[config.mk]
export PLATFORM = sky130hd
export DESIGN_NAME = spi_frame_tx
export DESIGN_NICKNAME = d
export VERILOG_FILES = /design/src/rtl/spi_frame_tx.sv
export SDC_FILE = /design/constraint.sdc
export NUM_CORES = 1
export LEC_CHECK = 0
export ABC_AREA = 1
export CORE_MARGIN = 2
export CORE_UTILIZATION = 35
export CTS_CLUSTER_SIZE = 12
export DETAILED_ROUTE_END_ITERATION = 8
export SLEW_MARGIN = 20
export SYNTH_ARGS = -nofsm -noshare
export SYNTH_HDL_FRONTEND = slang
export SYNTH_SLANG_ARGS = --single-unit
[constraint.sdc]
create_clock -name clk -period 3.9 [get_ports clk]
set_input_delay 0.975 -clock clk [delete_from_list [all_inputs] [get_ports clk]]
set_output_delay 0.975 -clock clk [all_outputs]
set_load 0.01 [all_outputs]
[src/rtl/spi_frame_tx.sv]
// rtl/spi_frame_tx.sv - multi-channel SPI mode-0 slave frame transmitter in the clk domain
// Define SPI_FRAME_HEADER_EN to prefix each frame with an 8-bit {4'hA, seq} header.
module spi_frame_tx #(
  parameter int DATA_W      = 16,
  parameter int N_CH        = 4,
  parameter int SYNC_STAGES = 2
) (
  input  logic                   clk,
  input  logic                   rst,
  input  logic                   sclk,
  input  logic                   cs,
  input  logic [N_CH*DATA_W-1:0] tx_data,
  input  logic                   tx_valid,
  output logic                   tx_ready,
  output logic                   miso,
  output logic                   miso_oe,
  output logic                   frame_done,
  output logic                   underrun,
  output logic                   abort
);
  localparam int PAY_W = N_CH * DATA_W;
`ifdef SPI_FRAME_HEADER_EN
  localparam int FRAME_BITS = PAY_W + 8;
`else
  localparam int FRAME_BITS = PAY_W;
`endif
  localparam int CNT_W = $clog2(FRAME_BITS + 1);

  typedef enum logic [1:0] {IDLE, SHIFT, DONE} state_t;
  state_t state, state_next;

  logic [SYNC_STAGES-1:0] sclk_sync, cs_sync;
  logic                   sclk_prev, cs_prev;
  logic                   sclk_rise, sclk_fall, cs_rise, cs_fall;

  logic [PAY_W-1:0]      buffer, payload;
  logic                  full;
  logic [FRAME_BITS-1:0] shreg, start_word;
  logic [CNT_W-1:0]      bit_cnt;
  logic start_frame, count_en, shift_en, exit_frame;
  logic done_set, underrun_set, abort_set;
`ifdef SPI_FRAME_HEADER_EN
  logic [3:0] seq;
`endif

  // cs chain resets low so a frame needs cs seen high, then low, after reset
  always_ff @(posedge clk) begin
    if (rst) begin
      sclk_sync <= '0;
      cs_sync   <= '0;
      sclk_prev <= 1'b0;
      cs_prev   <= 1'b0;
    end else begin
      sclk_sync <= {sclk_sync[SYNC_STAGES-2:0], sclk};
      cs_sync   <= {cs_sync[SYNC_STAGES-2:0], cs};
      sclk_prev <= sclk_sync[SYNC_STAGES-1];
      cs_prev   <= cs_sync[SYNC_STAGES-1];
    end
  end

  assign sclk_rise = sclk_sync[SYNC_STAGES-1] & ~sclk_prev;
  assign sclk_fall = ~sclk_sync[SYNC_STAGES-1] & sclk_prev;
  assign cs_rise   = cs_sync[SYNC_STAGES-1] & ~cs_prev;
  assign cs_fall   = ~cs_sync[SYNC_STAGES-1] & cs_prev;

  assign tx_ready = ~full;

  // channel 0 is transmitted first, so it lands in the top of the shift word
  always_comb begin
    payload = '0;
    for (int k = 0; k < N_CH; k++) begin
      payload[(N_CH-1-k)*DATA_W +: DATA_W] = full ? buffer[k*DATA_W +: DATA_W] : '0;
    end
  end

`ifdef SPI_FRAME_HEADER_EN
  assign start_word = {4'hA, seq, payload};
`else
  assign start_word = payload;
`endif

  always_ff @(posedge clk) begin
    if (rst) state <= IDLE;
    else     state <= state_next;
  end

  always_comb begin
    state_next   = state;
    start_frame  = 1'b0;
    count_en     = 1'b0;
    shift_en     = 1'b0;
    exit_frame   = 1'b0;
    done_set     = 1'b0;
    underrun_set = 1'b0;
    abort_set    = 1'b0;
    if (cs_rise) begin
      state_next = IDLE;
      exit_frame = 1'b1;
      abort_set  = (state == SHIFT);
    end else begin
      case (state)
        IDLE: begin
          if (cs_fall) begin
            start_frame  = 1'b1;
            underrun_set = ~full;
            state_next   = SHIFT;
          end
        end
        SHIFT: begin
          shift_en = sclk_fall;
          if (sclk_rise) begin
            count_en = 1'b1;
            if (bit_cnt == CNT_W'(FRAME_BITS - 1)) begin
              done_set   = 1'b1;
              state_next = DONE;
            end
          end
        end
        DONE: shift_en = sclk_fall;
        default: state_next = IDLE;
      endcase
    end
  end

  always_ff @(posedge clk) begin
    if (rst) begin
      buffer     <= '0;
      full       <= 1'b0;
      shreg      <= '0;
      bit_cnt    <= '0;
      miso       <= 1'b0;
      miso_oe    <= 1'b0;
      frame_done <= 1'b0;
      underrun   <= 1'b0;
      abort      <= 1'b0;
    end else begin
      frame_done <= done_set;
      underrun   <= underrun_set;
      abort      <= abort_set;
      // a load coinciding with an underrun start refills the buffer for the next frame
      if (tx_valid && tx_ready) begin
        buffer <= tx_data;
        full   <= 1'b1;
      end else if (start_frame) begin
        full <= 1'b0;
      end
      if (exit_frame) begin
        miso    <= 1'b0;
        miso_oe <= 1'b0;
        bit_cnt <= '0;
      end else if (start_frame) begin
        shreg   <= start_word;
        miso    <= start_word[FRAME_BITS-1];
        miso_oe <= 1'b1;
        bit_cnt <= '0;
      end else begin
        if (count_en) bit_cnt <= bit_cnt + CNT_W'(1);
        if (shift_en) begin
          shreg <= {shreg[FRAME_BITS-2:0], 1'b0};
          miso  <= (state == SHIFT) ? shreg[FRAME_BITS-2] : 1'b0;
        end
        if (done_set) miso <= 1'b0;
      end
    end
  end

`ifdef SPI_FRAME_HEADER_EN
  always_ff @(posedge clk) begin
    if (rst)              seq <= 4'd0;
    else if (start_frame) seq <= seq + 4'd1;
  end
`endif

endmodule

==> impl.org <==
** STA
- Setup WS post-layout :: 1.46 ns
- Summed over all failing endpoints, the final setup total negative slack is 0 ns.
- The max-slew violation total from the final report is 0.
- The number of endpoints with negative hold slack in the final report was 0.
- The smallest clock period supported by the final layout is computed as roughly 2.4 ns.
- Setup violations remaining at the end of the flow were counted as 0.
- Skew final :: ~0.0062 ns
- Share of the cycle needed by the critical path after routing :: 0.626
- Unrepaired setup endpoints after global routing :: no
- Slew @ Worst Pin :: between 0.8 and 0.9 ns
- Based on the critical path, the design can be clocked at up to 0.410 GHz.
- Relative slew slack :: 0.418

** GRT
- Entering global routing, the biggest net connects 66 pins.
- The first global-routing pass estimated around 23000 um of wire.
- The number of global-route vias before repair came to approximately 4.8k.
- Across every metal layer, demand over resource in global routing totals 0.151.
- Congestion Overflow GR :: 0
- Antenna violations before repair :: 0

** Worst setup path
- Largest driver fanout on the critical path :: 55
- Worst reg-to-reg path cell count :: 8
- STA classifies the critical path startpoint as a flop.
- Setup slack of the worst register-to-register path :: between 1 and 1.5 ns
- Worst setup path startpoint :: state[1]
- Kind of end point of the critical path :: flop
- The critical path ends at shreg[55].
- Data arrival at the endpoint of the critical path :: 2.74 ns
- Crit Path Class :: reg2reg
- Origin of the critical flop-to-flop path :: state[1]
- Worst path required time :: around 4.2 ns
- The endpoint identified for the worst register-to-register timing path is shreg[55].

** Clocking
- In this run the number of H-tree levels came out at 4.
- The cell sitting at the root of the clock tree is a clkbuf_16.
- CTS buffer count :: 17
- Clk slew on worst S/H paths :: 0.06 ns
- Number of buffers added for setup after CTS :: 0
- Clock latency of the later-clocked register in the worst-skew pair :: 0.41 ns
- TritonCTS built the clock tree.
- The clock net in this run drives a total of around 150 sinks.
- The number of gates resized after CTS was 0.
- The longest clock path from root to sink contains 2 buffers.
- The number of hold buffers added after CTS was 0.

** Logic synthesis
- Mean post-synth cell area :: 6.95 um^2
- Yosys printed 0 warnings.
- Compound-gate portion of the synthesized area :: 0.0698
- After synthesis, the largest family of logic cells by area is simple AND/OR/NAND/NOR gates.
- Counting flops and latches in the post-synthesis netlist gives roughly 150.
- Synthesized-area fraction occupied by adder cells :: 0.00822
- Post-Syn Area :: around 6100 um^2
- Post-synthesis xor/xnor area fraction :: 0
- Proportion of synthesized chip area in sequential cells :: 0.486
- Share of synthesized area spent on multiplexers :: 0
- Counting every net in the synthesized netlist gives 949.
- Count of cell types in the netlist :: 26
- Number of instances in the synthesized netlist :: ~880
- Of the total synthesized cell area, the portion taken by AND, OR, NAND and NOR gates is 0.369.

** Power and ir drop
- For this design the static power due to leakage is 2.89 nW.
- Peak VDD IR :: 0.000289 V
- Cell Pwr Density :: roughly 470 nW/um^2

** Placement
- Placement Setup Slack :: roughly 1.1 ns
- Input/output buffers :: 74
- The HPWL after detailed placement is roughly 8000 um.
- Routability-driven placement finished with a final weighted congestion of 0.741.

** Floorplanning
- Die Wd :: 136 um
- Count of pins on the block boundary :: 75
- The die covers approximately 18000 um^2.
- The floorplan step set the die height to 136 um.
- Initial Utilization :: 0.355
- The floorplan has 48 rows.
- The region available for standard cell placement spans 17200 um^2.

** Layout
- Fraction of final layout cells sized beyond drive strength 1 :: 0.0534
- Once layout is complete, the utilization of the core stands at 0.433.
- Fill cells in the final layout number 1850.
- Antenna cells :: 0
- Final Net Count :: 997
- Relative to the synthesized area, the layout overhead comes to 22.1%.

** Job
- Max-cap violations in this run came to 0.

** Route
- For this run, design rule violations remaining after detail routing come to 0.
- In the routed layout, each cell is associated on average with a via count of between 4 and 5.
- The count of nets left with antenna violations once routing finished came out at 0.
- Number of vias in the routed layout :: 5255
- Summed over all layers, the routed wires come to approximately 13000 um.
- In the final routed layout, each cell accounts on average for between 10 and 15 um.
- The detailed router finished its first iteration with 271 violations.
- The pre-antenna-repair detailed-routing pass consisted of 4 iterations.

** Hold path
- Hold Crit Class :: reg2reg
- Hold Crit Start :: sclk_sync[0]

** Outcome
- Status :: finished, final reports clean
==> state kept, by name, summed over array words and instances, names as in the netlist, 2 cells and up <==
| name | cells |
|---|---|
| bit_cnt | 7 |
| sclk_sync | 2 |
| buffer | 64 |
| state | 2 |
| cs_sync | 2 |
| shreg | 63 |
==> layout by cell type (no fill, tap or decap), drive strengths merged <==
| cell | instances |
|---|---|
| nor3 | 2 |
| nor2 | 272 |
| clkbuf | 22 |
| o21a | 2 |
| a21oi | 10 |
| nand3 | 70 |
| a21boi | 1 |
| a22oi | 1 |
| clkinv | 10 |
| clkdlybuf4s50 | 74 |
| buf | 9 |
| dfxtp | 148 |
| ha | 4 |
| o21ai | 69 |
| inv | 24 |
| nand4 | 1 |
| bufinv | 1 |
| and3 | 1 |
| nand2 | 216 |
==> critical path: stages, from the launching register on <==
cell,delay [ns]
dfxtp_1,0.31
inv_1,0.10
ha_1,0.24
nand3_4,0.33
nand2_4,0.57
buf_4,0.48
nand3_1,0.14
nand2_1,0.08
nor2_1,0.04
==> routing by layer <==
metal	up-vias	share of wire	GRT usage
met5	-	0	0
met4	0	0.0071	0.0486
met3	5	0.031	0.0395
met2	63	0.47	0.255
met1	2354	0.49	0.187
li1	2833	-	-
==> layout make-up <==
class / count / area (um^2) / area share
clock buffers: 22 / 464 / 0.0624
clock inverters: 10 / 82.6 / 0.0111
inverters: 25 / 95.1 / 0.0128
multi-input cells: 649 / 2730 / 0.367
flip-flops and latches: 148 / 2960 / 0.398
well taps: 225 / 282 / 0.0378
repair buffers: 83 / 821 / 0.110
==> where the power goes <==
part | switching [W] | internal [W] | leakage [nW] | total (W)
Clock | 0.000603 | 0.000905 | 0.277 | 0.00151
Combinational | 0.000183 | 0.000154 | 1.40 | 0.000337
Sequential | 0.0000437 | 0.00160 | 1.21 | 0.00165
Total | 0.000830 | 0.00266 | 2.89 | 0.00349
==> how the worst min path moves through the flow <==
stage	end	slack [ns]	depth (start not counted)
2_1_floorplan	cs_sync[1]	0.39	2
3_3_place_gp	sclk_sync[1]	0.39	2
3_5_place_dp	sclk_sync[1]	0.39	2
4_1_cts	sclk_sync[1]	0.40	2
5_1_grt	sclk_sync[1]	0.42	2
6_report	sclk_sync[1]	0.40	2
==> stage by stage <==
stage	area [um^2]	power (W)	hold WS, ns	std cells
3_5_place_dp	6890	0.00202	0.394	1130
6_report	7440	0.00349	0.401	1162
4_1_cts	7440	0.00355	0.403	1162
2_1_floorplan	6090	0.00190	0.388	876
3_3_place_gp	6890	0.00201	0.391	1130
5_1_grt	7440	0.00367	0.419	1162
==> cells in the mapped netlist (all sizes together) <==
cell	count	area share
a21boi	1	0.0012
a21oi	10	0.0082
a22oi	1	0.0012
and3	1	0.0010
buf	39	0.041
clkbuf	15	0.0092
dfxtp	148	0.49
ha	4	0.0082
inv	25	0.015
nand2	216	0.13
nand3	70	0.060
nand4	1	0.0010
nor2	272	0.17
nor3	2	0.0016
o21a	2	0.0025
o21ai	69	0.057
==> cell families (layout without fill, tap and decap cells) <==
family | Yosys count | count (layout)
DFF | 148 | 148
AOI/OAI and AO/OA | 83 | 83
buffers and inverters | 79 | 140
adders and majority gates | 4 | 4
and+or+nand+nor | 562 | 562
Power figures use the tool's default switching activity.
